### src/rtl/ram_op_sequencer.sv
// Command sequencer for the 16x4 operand RAM: runs mem[dst] = mem[src1] op mem[src2]
// through the RAM's registered read ports, and provides a one-cycle direct load path.
module ram_op_sequencer (
   input  logic       clock,
   input  logic       reset,
   input  logic       start,
   input  logic [1:0] opcode,
   input  logic [3:0] src1,
   input  logic [3:0] src2,
   input  logic [3:0] dst,
   input  logic       load,
   input  logic [3:0] ldaddr,
   input  logic [3:0] lddata,
   output logic       we,
   output logic [3:0] addr,
   output logic [3:0] data,
   output logic [3:0] addrop1,
   output logic [3:0] addrop2,
   input  logic [3:0] rdataop1,
   input  logic [3:0] rdataop2,
   output logic       busy,
   output logic       done,
   output logic [3:0] result,
   output logic       carry,
   output logic       zero
);

   typedef enum logic [2:0] {IDLE, LOAD, READ, EXEC, WRITE, DONE} state_t;
   typedef enum logic [1:0] {OP_ADD, OP_SUB, OP_AND, OP_XOR} op_t;

   state_t     state;
   op_t        op;
   logic [3:0] d;
   logic [4:0] alu;

   // Bit 4 is the ADD carry, and for SUB the wrap-around borrow (a < b).
   always_comb begin
      alu = 5'd0;
      case (op)
         OP_ADD: alu = {1'b0, rdataop1} + {1'b0, rdataop2};
         OP_SUB: alu = {1'b0, rdataop1} - {1'b0, rdataop2};
         OP_AND: alu = {1'b0, rdataop1 & rdataop2};
         OP_XOR: alu = {1'b0, rdataop1 ^ rdataop2};
         default: alu = 5'd0;
      endcase
   end

   // Outputs are registered on the transition into each state. addr/data also serve
   // as the load latches and addrop1/addrop2 as the source latches, because each one
   // holds exactly the value the corresponding latch would hold.
   always_ff @(posedge clock) begin
      if (reset) begin
         state   <= IDLE;
         op      <= OP_ADD;
         d       <= 4'd0;
         we      <= 1'b0;
         addr    <= 4'd0;
         data    <= 4'd0;
         addrop1 <= 4'd0;
         addrop2 <= 4'd0;
         busy    <= 1'b0;
         done    <= 1'b0;
         result  <= 4'd0;
         carry   <= 1'b0;
         zero    <= 1'b0;
      end else begin
         case (state)
            IDLE: begin
               if (load) begin
                  addr  <= ldaddr;
                  data  <= lddata;
                  we    <= 1'b1;
                  busy  <= 1'b1;
                  state <= LOAD;
               end else if (start) begin
                  op      <= op_t'(opcode);
                  d       <= dst;
                  addrop1 <= src1;
                  addrop2 <= src2;
                  busy    <= 1'b1;
                  state   <= READ;
               end
            end
            LOAD: begin
               we    <= 1'b0;
               busy  <= 1'b0;
               state <= IDLE;
            end
            READ: state <= EXEC;
            EXEC: begin
               result <= alu[3:0];
               carry  <= alu[4];
               zero   <= (alu[3:0] == 4'd0);
               we     <= 1'b1;
               addr   <= d;
               data   <= alu[3:0];
               state  <= WRITE;
            end
            WRITE: begin
               we    <= 1'b0;
               done  <= 1'b1;
               state <= DONE;
            end
            DONE: begin
               done  <= 1'b0;
               busy  <= 1'b0;
               state <= IDLE;
            end
            default: state <= IDLE;
         endcase
      end
   end

endmodule

### config.mk
export PLATFORM = sky130hd
export DESIGN_NAME = ram_op_sequencer
export DESIGN_NICKNAME = d
export VERILOG_FILES = /design/src/rtl/ram_op_sequencer.sv
export SDC_FILE = /design/constraint.sdc
export NUM_CORES = 1
export LEC_CHECK = 0
export CORE_MARGIN = 2
export CORE_UTILIZATION = 30
export CTS_BUF_LIST = sky130_fd_sc_hd__clkbuf_2 sky130_fd_sc_hd__clkbuf_4 sky130_fd_sc_hd__clkbuf_8
export DETAILED_ROUTE_END_ITERATION = 7
export GPL_ROUTABILITY_DRIVEN = 0
export PLACE_DENSITY = 0.58
export RECOVER_POWER = 50
export SLEW_MARGIN = 20
export SYNTH_ARGS = -nofsm -noshare
export SYNTH_HDL_FRONTEND = slang
export SYNTH_SLANG_ARGS = --single-unit
### constraint.sdc
create_clock -name clock -period 2.7 [get_ports clock]
set_input_delay 0.405 -clock clock [delete_from_list [all_inputs] [get_ports clock]]
set_output_delay 0.405 -clock clock [all_outputs]
set_load 0.03 [all_outputs]
Word-level counts from Yosys, hierarchy flattened --
Cells that the tools add are included. Widths: inputs -> output; s select.
Word-level totals: bits of input ports 34, word-level logic and storage cells 55, register bits after elaboration 34, output and inout port bits 25
Operators by class: add/sub/neg operators 2, mux-type cells 14, bitwise operators 3, reductions and logical operators 13, equality and inequality tests 10
Operators by type and width (number):
- $pmux 5 s4 | 1
- $pmux 4 s2 | 2
- $pmux 3 s4 | 1
- $mux 4 | 2
- $eq 3x2->1 const B | 2
- $eq 3x3->1 const B | 2
- $mux 3 | 2
- $reduce_and 2->1 | 3
- $reduce_bool 2->1 | 3
- $add 4x4->5 | 1
- $sub 4x4->5 | 1
- $and 4x4->4 | 1
- $eq 2x2->1 const B | 2
- $logic_not 4->1 | 1
- $pmux 1 s2 | 2
- $reduce_or 2->1 | 2
- $xor 4x4->4 | 1
- $eq 3x1->1 const B | 1
- $logic_not 3->1 | 1
- $mux 1 | 3
- $ne 3x3->1 const B | 1
- $pmux 1 s3 | 1
- $reduce_and 3->1 | 1
- $reduce_bool 3->1 | 1
- other kinds (4) | 4

Depth between registers and ports, before layout --
depth in word-level cells 4, mapped depth 11, mapped depth without buffers 11

Worst setup path before layout --
Ideal clock, no wire load.
path type register to register, from register op[0], to register data[2], period minus slack after synthesis 2351 ps, setup time 70 ps, setup slack 349 ps, path buffers 1, arrival time 2281 ps, stages on the path, launching flop included 11, data required time 2630 ps, path through dfxtp_1 -> buf_6 -> or2b_2 -> nand2_1 -> o21ai_0 -> fa_1 -> xor2_1 -> mux2i_1 -> nor2_1 -> or4_1 -> a21oi_1
On the way: cells in the longest elaborated chain, start to end 3, elaborated cells on any way between the ends 6, classes of those cells 3 x eq/ne; 2 x mux; 1 x reduce/logical
RTL lines:
- start: declaration | line 32 | op_t op;
- start signal: assignment | line 76 | op <= op_t'(opcode);
- $eq 2x2->1 (tied with other cells) | line 39 | case (op)
- $pmux 5 s4 * | line 39
- $pmux 4 s2 * | line 67 | case (state)
- end signal: assignment | line 71 | data <= lddata;
- end signal: assignment | line 96 | data <= alu[3:0];
- end: declaration | line 16 | output logic [3:0] data,
Every way passes the cells marked *; elsewhere a longest branch is shown, timed or not. A chain may end at the register's enable or synchronous reset.

Worst setup path after layout --
from input port rdataop2[1], to register data[2]
On the way: cells in the longest elaborated chain, start to end 3, elaborated cells on any way between the ends 4, classes of those cells 2 x add/sub; 2 x mux
RTL lines:
- start: declaration | line 20 | input logic [3:0] rdataop2,
- $sub 4x4->5 or $add 4x4->5 (tied branches) | line 41, 40
- $pmux 5 s4 * | line 39
- $pmux 4 s2 * | line 67
Marked as above.

==> summary.txt <==
Worst setup path
  – Worst path cell trace: clkdlybuf4s50_1, inv_1, ha_1, nand2_1, o21ai_2, fa_2, xor2_1, mux2i_1, nor2_1, or4_1, a21oi_1
  – CP startpoint kind: input pin
  – Crit-path max FO: 2
  – Crit path kind: input pin to flip-flop
  – Worst Path Required: 2.90 ns
  – Slowest stage delay, CP: 0.47 ns
  – Crit-path slowest cell: clkdlybuf4s50_1
  – CP Capture Type: flip-flop
  – CP arrival: 2.77 ns
  – Worst Path Buf+Inv: 2
  – Cell family with most CP delay: adder cells

Floorplan
  – Core box area: 5540 µm²
  – Initial Utilization: 31.19%
  – Die ar.: 6382 µm²
  – I/O pin total: 59
  – Die W: 79.89 µm
  – Die span in y: 79.89 µm
  – # rows: 27

Synthesis
  – Post-synth EDFFs: 0
  – Synth cell types: 42
  – Syn Area/Cell: 8.907 µm²
  – Yosys reg bits: 34
  – Post-Syn Instances: 194
  – Ys async rst share: 0%
  – Syn Std Cell Area: 1728 µm²
  – Post-synthesis sequential area ratio: 39.39%
  – Synth Warn #: 0
  – Top FF cell, synth: dfxtp_1
  – Syn nets: 238

Clocking
  – Clk slew on worst S/H paths: 0.06 ns
  – CTS Hold Buffers Added: 0
  – Post-CTS Setup Inserts: 0
  – Clock root buffer: clkbuf_8
  – CTS Buf Count: 5
  – Clock latency on the worst-skew pair: 0.27 ns
  – Clock sinks: 34
  – TritonCTS clock tree: done
  – Htree depth: 2
  – CTS max path bufs: 2

Power and ir drop
  – Leakage: 0.001004 µW
  – Power per Cell Area: 542.0 nW/µm²
  – Design Power: 1360 µW
  – Max rail drop VDD: 0.2243 mV

Run status
  – Status: finished, final reports clean

Finish
  – # diodes: 0
  – Share of layout cells above drive strength 1: 9.339%
  – Final core occ: 45.28%
  – Fin nets: 301
  – Synth-to-layout area growth: 45.18%
  – Sequential cell area: 680.7 µm²
  – Area of the multi-input gates: 920.9 µm²
  – Fill cells: 598

STA
  – Slew headroom: 29.65%
  – Final hold slack: 0.4588 ns
  – Fmax: 389.9 MHz
  – Final setup TNS: 0 ns
  – Final Cycle Share: 94.99%
  – Final hold violations: 0
  – Unrepaired setup endpoints after global routing: yes
  – Fin. max-slew vios: 0
  – Clock Skew: 0.006594 ns
  – Final setup viols: 0
  – Slew @ Worst Pin: 1.055 ns
  – Minimum clock period: 2.565 ns

GRT
  – First-pass GRT wire length: 6.775 mm
  – Initial antenna violation count: 0
  – Largest net degree at the start of global routing: 28
  – Vias in the first global route: 1488
  – GRT Total Usage: 13.45%
  – Overflow after GRT: 0

Drt
  – Via density: 4.708
  – Total number of vias: 1549
  – Final WL: 4.040 mm
  – Post-route DRC: 0
  – WL/cell: 12.28 µm
  – First drt pass iteration count: 4
  – Starting DRT DRC Count: 63
  – Post-route ant nets: 0

Run
  – Max-cap check violation count: 0

Placed design
  – Post-DP HPWL: 3.070 mm
  – I/O Buffers: 58

Hold path
  – Hold WC Path Type: flip-flop to flip-flop
==> layout by cell type, fill, tap and decap left out, types with 2 or more instances in the layout <==
cell type and n:
a21oi_1 13, a311oi_1 5, buf_4 10, clkbuf_8 6, clkdlybuf4s50_1 51, dfxtp_1 34
dlygate4sd3_1 7, ha_1 9, inv_1 11, mux2i_1 19, nand2_1 18, nand3_1 2
nor2_1 30, nor2b_1 2, nor3_1 2, o21ai_0 6, or4_1 2, xnor2_1 2
xor2_1 2
==> Yosys cell counts, types with 2 or more instances <==
cell,number,area [µm²]
ha_1,9,112.6
o21ai_0,7,35.03
nor3_1,2,10.01
buf_2,3,15.01
xor2_1,2,17.52
nand2_1,18,67.56
or4_1,2,15.01
nor2_1,30,112.6
xnor2_1,2,17.52
a311oi_1,6,52.55
nor2b_1,2,12.51
inv_1,11,41.29
dfxtp_1,34,680.7
mux2i_1,19,190.2
a21oi_1,13,65.06
clkbuf_1,2,7.510
buf_4,6,45.04
buf_6,2,22.52
==> stage by stage <==
step | cell area [µm²] | std cells | setup slack [ns]
after floorplan | 1728 | 194 | 0.3494
after global placement | 2391 | 322 | -0.2064
after detailed placement | 2391 | 322 | -0.3118
after CTS | 2506 | 329 | 0.03543
after global routing | 2509 | 329 | -0.008061
final | 2509 | 329 | 0.1354
==> flip-flops by register name, summed over array words and instances (netlist names), 2 cells and up <==
name,flops
addrop1,4
data,4
op,2
addrop2,4
result,4
addr,4
d,4
state,3
==> per-layer routing <==
layer | part of all wire [%] | up-vias | GRT usage, %
li1 | - | 794 | -
met4 | 0.77 | 0 | 3.051
met5 | 0 | - | 0
met2 | 44 | 45 | 20.92
met3 | 5.9 | 4 | 4.072
met1 | 49 | 706 | 18.23
==> worst min-delay path: cells and delay by family (launching register included) <==
kind,cells,cell delay (ns)
compound gates,1,0.05
flops,1,0.31
simple gates,1,0.05
==> power breakdown <==
part           internal (µW)  leakage [µW]  switching [µW]
registers                533      0.000278            20.7
logic                    173      0.000668             171
clock network            295     0.0000573             168
==> kinds of logic after synthesis <==
group	after synthesis	share of synthesized area, %
xor+xnor	4	2.028
compound gates	34	12.74
buf+inv	25	7.820
simple gates	67	18.68
mux	20	11.66
flops	34	39.39
fa+ha+maj	10	7.676
==> final timing paths <==
kind                                        startpoint                      to  slack, ns  cells past startpoint
worst min register to register  result[3]$_SDFFE_PP0P_  result[3]$_SDFFE_PP0P_       0.46                      2
worst min-delay path            result[3]$_SDFFE_PP0P_  result[3]$_SDFFE_PP0P_       0.46                      2
worst max-delay path                       rdataop2[1]    data[2]$_SDFFE_PP0P_       0.14                     11
worst max register to register      op[0]$_SDFFE_PP0P_       zero$_SDFFE_PP0P_       0.37                     10
==> repair_timing <==
item                                   in CTS  in global routing
cloned                                      0                  0
endpoints found under the hold margin       0                  0
setup endpoints to repair                   1                  4
resized for setup                           1                  4
==> cell type report <==
cell class              count  area share (%)
inverters                  12           1.796
clock inverters             1           1.197
flip-flops and latches     34           27.13
well taps                  72           3.591
clock buffers               6           3.292
repair buffers             69           26.28
multi-input cells         135           36.71
No activity file was read; power rests on OpenSTA's default activity.
